`src/rtl/mem_arbiter_pkg.sv`:
```
// rtl/mem_arbiter_pkg.sv - shared state encoding and port-select constants for mem_arbiter
package mem_arbiter_pkg;

    typedef enum logic [1:0] {
        ARB_IDLE   = 2'd0,
        ARB_BUSY_I = 2'd1,
        ARB_BUSY_D = 2'd2
    } arb_state_t;

    localparam logic ARB_PORT_I = 1'b0;
    localparam logic ARB_PORT_D = 1'b1;

endpackage

```
`src/rtl/arb_timeout.sv`:
```
// rtl/arb_timeout.sv - per-transaction wait counter that flags when TIMEOUT busy cycles are used up
module arb_timeout #(
    parameter int TIMEOUT = 255
) (
    input  logic clock,
    input  logic reset,
    input  logic clr,
    input  logic inc,
    output logic expired
);

    localparam int CW = $clog2(TIMEOUT + 1);

    logic [CW-1:0] count;

    // The last allowed busy cycle is the one where count sits at TIMEOUT-1.
    assign expired = (count == CW'(TIMEOUT - 1));

    always_ff @(posedge clock or negedge reset) begin
        if (!reset) begin
            count <= '0;
        end else if (clr) begin
            count <= '0;
        end else if (inc && !expired) begin
            count <= count + 1'b1;
        end
    end

endmodule

```
`src/rtl/mem_arbiter.sv`:
```
// rtl/mem_arbiter.sv - round-robin arbiter sharing one single-port memory between fetch and load/store ports
module mem_arbiter
    import mem_arbiter_pkg::*;
#(
    parameter int ADDR_WIDTH = 32,
    parameter int DATA_WIDTH = 32,
    parameter int TIMEOUT    = 255
) (
    input  logic                  clock,
    input  logic                  reset,
    input  logic                  i_req,
    input  logic [ADDR_WIDTH-1:0] i_addr,
    output logic                  i_ack,
    output logic                  i_err,
    output logic [DATA_WIDTH-1:0] i_rdata,
    input  logic                  d_req,
    input  logic                  d_we,
    input  logic [ADDR_WIDTH-1:0] d_addr,
    input  logic [DATA_WIDTH-1:0] d_wdata,
    output logic                  d_ack,
    output logic                  d_err,
    output logic [DATA_WIDTH-1:0] d_rdata,
    output logic                  mem_req,
    output logic                  mem_we,
    output logic [ADDR_WIDTH-1:0] mem_addr,
    output logic [DATA_WIDTH-1:0] mem_wdata,
    input  logic                  mem_ready,
    input  logic [DATA_WIDTH-1:0] mem_rdata
);

    arb_state_t state, state_nxt;
    logic last_d, last_d_nxt;
    logic tmo_clr, tmo_inc, tmo_expired;
    logic i_elig, d_elig;

    logic                  mem_req_nxt, mem_we_nxt;
    logic [ADDR_WIDTH-1:0] mem_addr_nxt;
    logic [DATA_WIDTH-1:0] mem_wdata_nxt;
    logic                  i_ack_nxt, i_err_nxt, d_ack_nxt, d_err_nxt;
    logic [DATA_WIDTH-1:0] i_rdata_nxt, d_rdata_nxt;

    arb_timeout #(.TIMEOUT(TIMEOUT)) u_timeout (
        .clock   (clock),
        .reset   (reset),
        .clr     (tmo_clr),
        .inc     (tmo_inc),
        .expired (tmo_expired)
    );

    // A requester still holding req in its own ack cycle is a stale request.
    assign i_elig = i_req && !i_ack;
    assign d_elig = d_req && !d_ack;

    always_comb begin
        state_nxt     = state;
        last_d_nxt    = last_d;
        mem_req_nxt   = mem_req;
        mem_we_nxt    = mem_we;
        mem_addr_nxt  = mem_addr;
        mem_wdata_nxt = mem_wdata;
        i_ack_nxt     = 1'b0;
        i_err_nxt     = 1'b0;
        i_rdata_nxt   = i_rdata;
        d_ack_nxt     = 1'b0;
        d_err_nxt     = 1'b0;
        d_rdata_nxt   = d_rdata;
        tmo_clr       = 1'b0;
        tmo_inc       = 1'b0;

        case (state)
            ARB_IDLE: begin
                if (i_elig && (!d_elig || last_d == ARB_PORT_D)) begin
                    state_nxt     = ARB_BUSY_I;
                    last_d_nxt    = ARB_PORT_I;
                    mem_req_nxt   = 1'b1;
                    mem_we_nxt    = 1'b0;
                    mem_addr_nxt  = i_addr;
                    mem_wdata_nxt = '0;
                    tmo_clr       = 1'b1;
                end else if (d_elig) begin
                    state_nxt     = ARB_BUSY_D;
                    last_d_nxt    = ARB_PORT_D;
                    mem_req_nxt   = 1'b1;
                    mem_we_nxt    = d_we;
                    mem_addr_nxt  = d_addr;
                    mem_wdata_nxt = d_wdata;
                    tmo_clr       = 1'b1;
                end
            end
            ARB_BUSY_I: begin
                if (mem_ready) begin
                    state_nxt   = ARB_IDLE;
                    mem_req_nxt = 1'b0;
                    i_ack_nxt   = 1'b1;
                    i_rdata_nxt = mem_rdata;
                end else if (tmo_expired) begin
                    state_nxt   = ARB_IDLE;
                    mem_req_nxt = 1'b0;
                    i_ack_nxt   = 1'b1;
                    i_err_nxt   = 1'b1;
                end else begin
                    tmo_inc = 1'b1;
                end
            end
            ARB_BUSY_D: begin
                if (mem_ready) begin
                    state_nxt   = ARB_IDLE;
                    mem_req_nxt = 1'b0;
                    d_ack_nxt   = 1'b1;
                    if (!mem_we) begin
                        d_rdata_nxt = mem_rdata;
                    end
                end else if (tmo_expired) begin
                    state_nxt   = ARB_IDLE;
                    mem_req_nxt = 1'b0;
                    d_ack_nxt   = 1'b1;
                    d_err_nxt   = 1'b1;
                end else begin
                    tmo_inc = 1'b1;
                end
            end
            default: begin
                state_nxt   = ARB_IDLE;
                mem_req_nxt = 1'b0;
            end
        endcase
    end

    always_ff @(posedge clock or negedge reset) begin
        if (!reset) begin
            state     <= ARB_IDLE;
            last_d    <= ARB_PORT_D;
            mem_req   <= 1'b0;
            mem_we    <= 1'b0;
            mem_addr  <= '0;
            mem_wdata <= '0;
            i_ack     <= 1'b0;
            i_err     <= 1'b0;
            i_rdata   <= '0;
            d_ack     <= 1'b0;
            d_err     <= 1'b0;
            d_rdata   <= '0;
        end else begin
            state     <= state_nxt;
            last_d    <= last_d_nxt;
            mem_req   <= mem_req_nxt;
            mem_we    <= mem_we_nxt;
            mem_addr  <= mem_addr_nxt;
            mem_wdata <= mem_wdata_nxt;
            i_ack     <= i_ack_nxt;
            i_err     <= i_err_nxt;
            i_rdata   <= i_rdata_nxt;
            d_ack     <= d_ack_nxt;
            d_err     <= d_err_nxt;
            d_rdata   <= d_rdata_nxt;
        end
    end

endmodule

```
`config.mk`:
```
export PLATFORM = sky130hd
export DESIGN_NAME = mem_arbiter
export DESIGN_NICKNAME = d
export VERILOG_FILES = /design/src/rtl/mem_arbiter_pkg.sv /design/src/rtl/arb_timeout.sv /design/src/rtl/mem_arbiter.sv
export SDC_FILE = /design/constraint.sdc
export NUM_CORES = 1
export LEC_CHECK = 0
export ABC_AREA = 0
export BUFFER_PORTS_ARGS = -buffer_cell sky130_fd_sc_hd__buf_2
export CAP_MARGIN = 20
export CORE_MARGIN = 5
export CORE_UTILIZATION = 50
export CTS_CLUSTER_SIZE = 28
export DETAILED_ROUTE_END_ITERATION = 12
export MAX_ROUTING_LAYER = met4
export PLACE_DENSITY = 0.85
export SLEW_MARGIN = 25
export SYNTH_ARGS = -nofsm -noshare
export SYNTH_HDL_FRONTEND = slang
export SYNTH_SLANG_ARGS = --single-unit
export TNS_END_PERCENT = 100
```
`constraint.sdc`:
```
create_clock -name clock -period 3.1 [get_ports clock]
set_input_delay 0.62 -clock clock [delete_from_list [all_inputs] [get_ports clock]]
set_output_delay 0.62 -clock clock [all_outputs]
set_load 0.02 [all_outputs]
```
==> impl_metrics.ini <==
[status]
status = completed

[clock_tree]
cts_max_level = 4
holdBufCountCts = 0
cts.sinks = 145
cts_tree = done
clk_pin_slew_ns = 0.06
clk_path_buf_depth = 2
post_cts_buffers = 0
cts-buffers-inserted = 17
insertion_delay_ns = 0.41
cts_root_buffer = clkbuf_16
ctsResizeCount = 0

[sta]
min_period_ns = 1.91
hold_violations = 0
skew_ns = 0.00666
relSlewSlack_pct = 55.5
setup_tns_ns = 0
fmax_ghz = 0.523
max_slew.worst_pin.slew_ns = 0.667
setup_viol = 0
slew_violations = 0
rsz0062_at_grt = false
finalCritPeriodShare_pct = 61.7

[layout]
fin_nets = 837
drive_gt1_share_pct = 53.0
diodes = 0
area_delta_synth_final_pct = 36.0
fin_util_pct = 69.3

[synth]
post-synth-top-count-cell = dfrtp_1
synth_area_mm2 = 0.00579
synthFlopType = dfrtp_1
syn_nets = 570
synth-seq-cells = 145
synthTopCellsByArea = dfrtp_1, mux2_2, mux2i_1
async_flop_share_pct = 100
synth-edff-count = 0
yosysUniqueCellTypes = 38
yosysSeqAreaShare_pct = 62.7
avgSynthCellArea_um2 = 13.4
yosysWarnings = 0
yosysTopAreaCellShare_pct = 62.2
syn_inst = 431
yosys-top-cells-count = dfrtp_1, mux2_2, nand2_1
yosys.area.top_type = dfrtp_1

[critical_path]
crit_path_max_incr_delay_ns = 0.51
crit_chain = inv_1, ha_1, and3_1, a21o_1, or4_1, a21oi_1
timing.critical_path.max_delay_family = simple AND/OR/NAND/NOR gates
crit_slowest_cell = or4_1
crit_fanout = 7
endpoint_kind = flip-flop
start_kind = flip-flop
cp.arrival_ns = 2.24
cp.required_ns = 3.43
cp_num_buf_inv = 1
critical_path_class = reg -> reg

[worst_hold_path]
hold_class = in -> async

[detailed_routing]
firstDrtPassIters = 6
ant_nets = 0
num_vias = 4421
dr.first_iter.drc_count = 287
routed_wl_mm = 15.0
drc = 0
viasPerCell = 5.18
routedWlPerCell_um = 17.6

[power]
p_leak_nw = 4.04
power_density_mw_per_mm2 = 1130
max-vdd-ir-drop_mv = 0.739

[die]
io_pins = 268
core_area_mm2 = 0.0114
start_util_pct = 50.9
dieArea_mm2 = 0.0138
die_w_um = 118
die_h_um = 118
rows = 39

[grt]
grt_start_max_net_pins = 98
grt_pass1_wl_mm = 24.7
track_usage_pct = 22.6
grt_pass1_vias = 4767
grt_overflow = 0
antenna_found_initial = 0

[place]
hpwl_mm = 11.3
gp_routability_congestion = 0.835
port-buffer-count = 267

[flow_run]
drv_cap = 0
cell type report:
class                      instances  area, um2
sequential                       145       3630
fill                             788       3490
multi-input combinational        255       2050
timing repair buffer             275       1440
clock buffer                      21        480
tap                              143        179
clock inverter                    10       85.1
inverter                           4       15.0
routing by layer:
metal	up-vias	wire length, um	GRT usage, %
li1	2072	-	-
met1	2137	6070	28.0
met3	19	1030	5.24
met4	0	264	7.17
met5	-	0	-
met2	193	7650	37.2
worst register-to-register path, delay by kind of cell (launching register included):
| kind | cells | cell delay [ns] |
|---|---|---|
| AO/OA/AOI/OAI | 2 | 0.43 |
| adder cells (fa/ha/maj) | 1 | 0.19 |
| buffers and inverters | 1 | 0.06 |
| flip-flops | 1 | 0.41 |
| AND/OR/NAND/NOR | 2 | 0.73 |
power breakdown:
part	total, W	switching (W)	internal [W]
registers	0.00323	0.000474	0.00276
logic	0.00374	0.00228	0.00146
clock network	0.00191	0.000735	0.00118
sequential cells by signal (all words and copies together) (netlist names), 2 cells and up:
register,flops
mem_addr,32
u_timeout.count,8
state,2
i_rdata,32
d_rdata,32
mem_wdata,32
cell usage in the layout, fill, tap and decap left out, drive strengths merged, types with 2 or more instances in the layout:
cell,n
buf,275
dfrtp,144
mux2,64
nand2,38
o21ai,35
a22o,33
mux2i,32
clkbuf,21
nor2,9
xnor2,5
ha,5
clkinv,5
inv,4
a211oi,4
clkinvlp,4
a21oi,4
nor2b,3
nand4,3
and3,2
nor3b,2
and2,2
final timing paths:
kind | depth (start not counted) | to | startpoint | slack [ns]
max | 6 | u_timeout.count[7] | u_timeout.count[0] | 1.19
min | 1 | i_rdata[24] | reset | 0.23
max reg2reg | 6 | u_timeout.count[7] | u_timeout.count[0] | 1.19
min reg2reg | 2 | mem_addr[4] | mem_addr[4] | 0.48
max in group asynchronous | 2 | i_rdata[10] | reset | 2.10
min in group clock | 2 | mem_wdata[11] | d_wdata[11] | 0.43
per-stage QoR:
stage	hold slack (ns)	setup WS [ns]	total power, W	std cells	area (um2)
after floorplan	0.324	1.29	0.00558	431	5790
after global placement	0.463	1.00	0.00685	822	7310
after detailed placement	0.475	0.928	0.00703	822	7310
after CTS	0.239	1.19	0.00898	853	7880
after global routing	0.273	1.07	0.00939	853	7880
final	0.232	1.19	0.00888	853	7880
cell families after synthesis:
kind of cell | share of synthesized area [%]
AOI/OAI and AO/OA | 9.72
xor gates and xnor gates | 0.756
adders and majority gates | 1.08
buffers and inverters | 2.40
DFF | 62.7
muxes | 18.0
and+or+nand+nor | 5.40
Power figures use the tool's default switching activity.
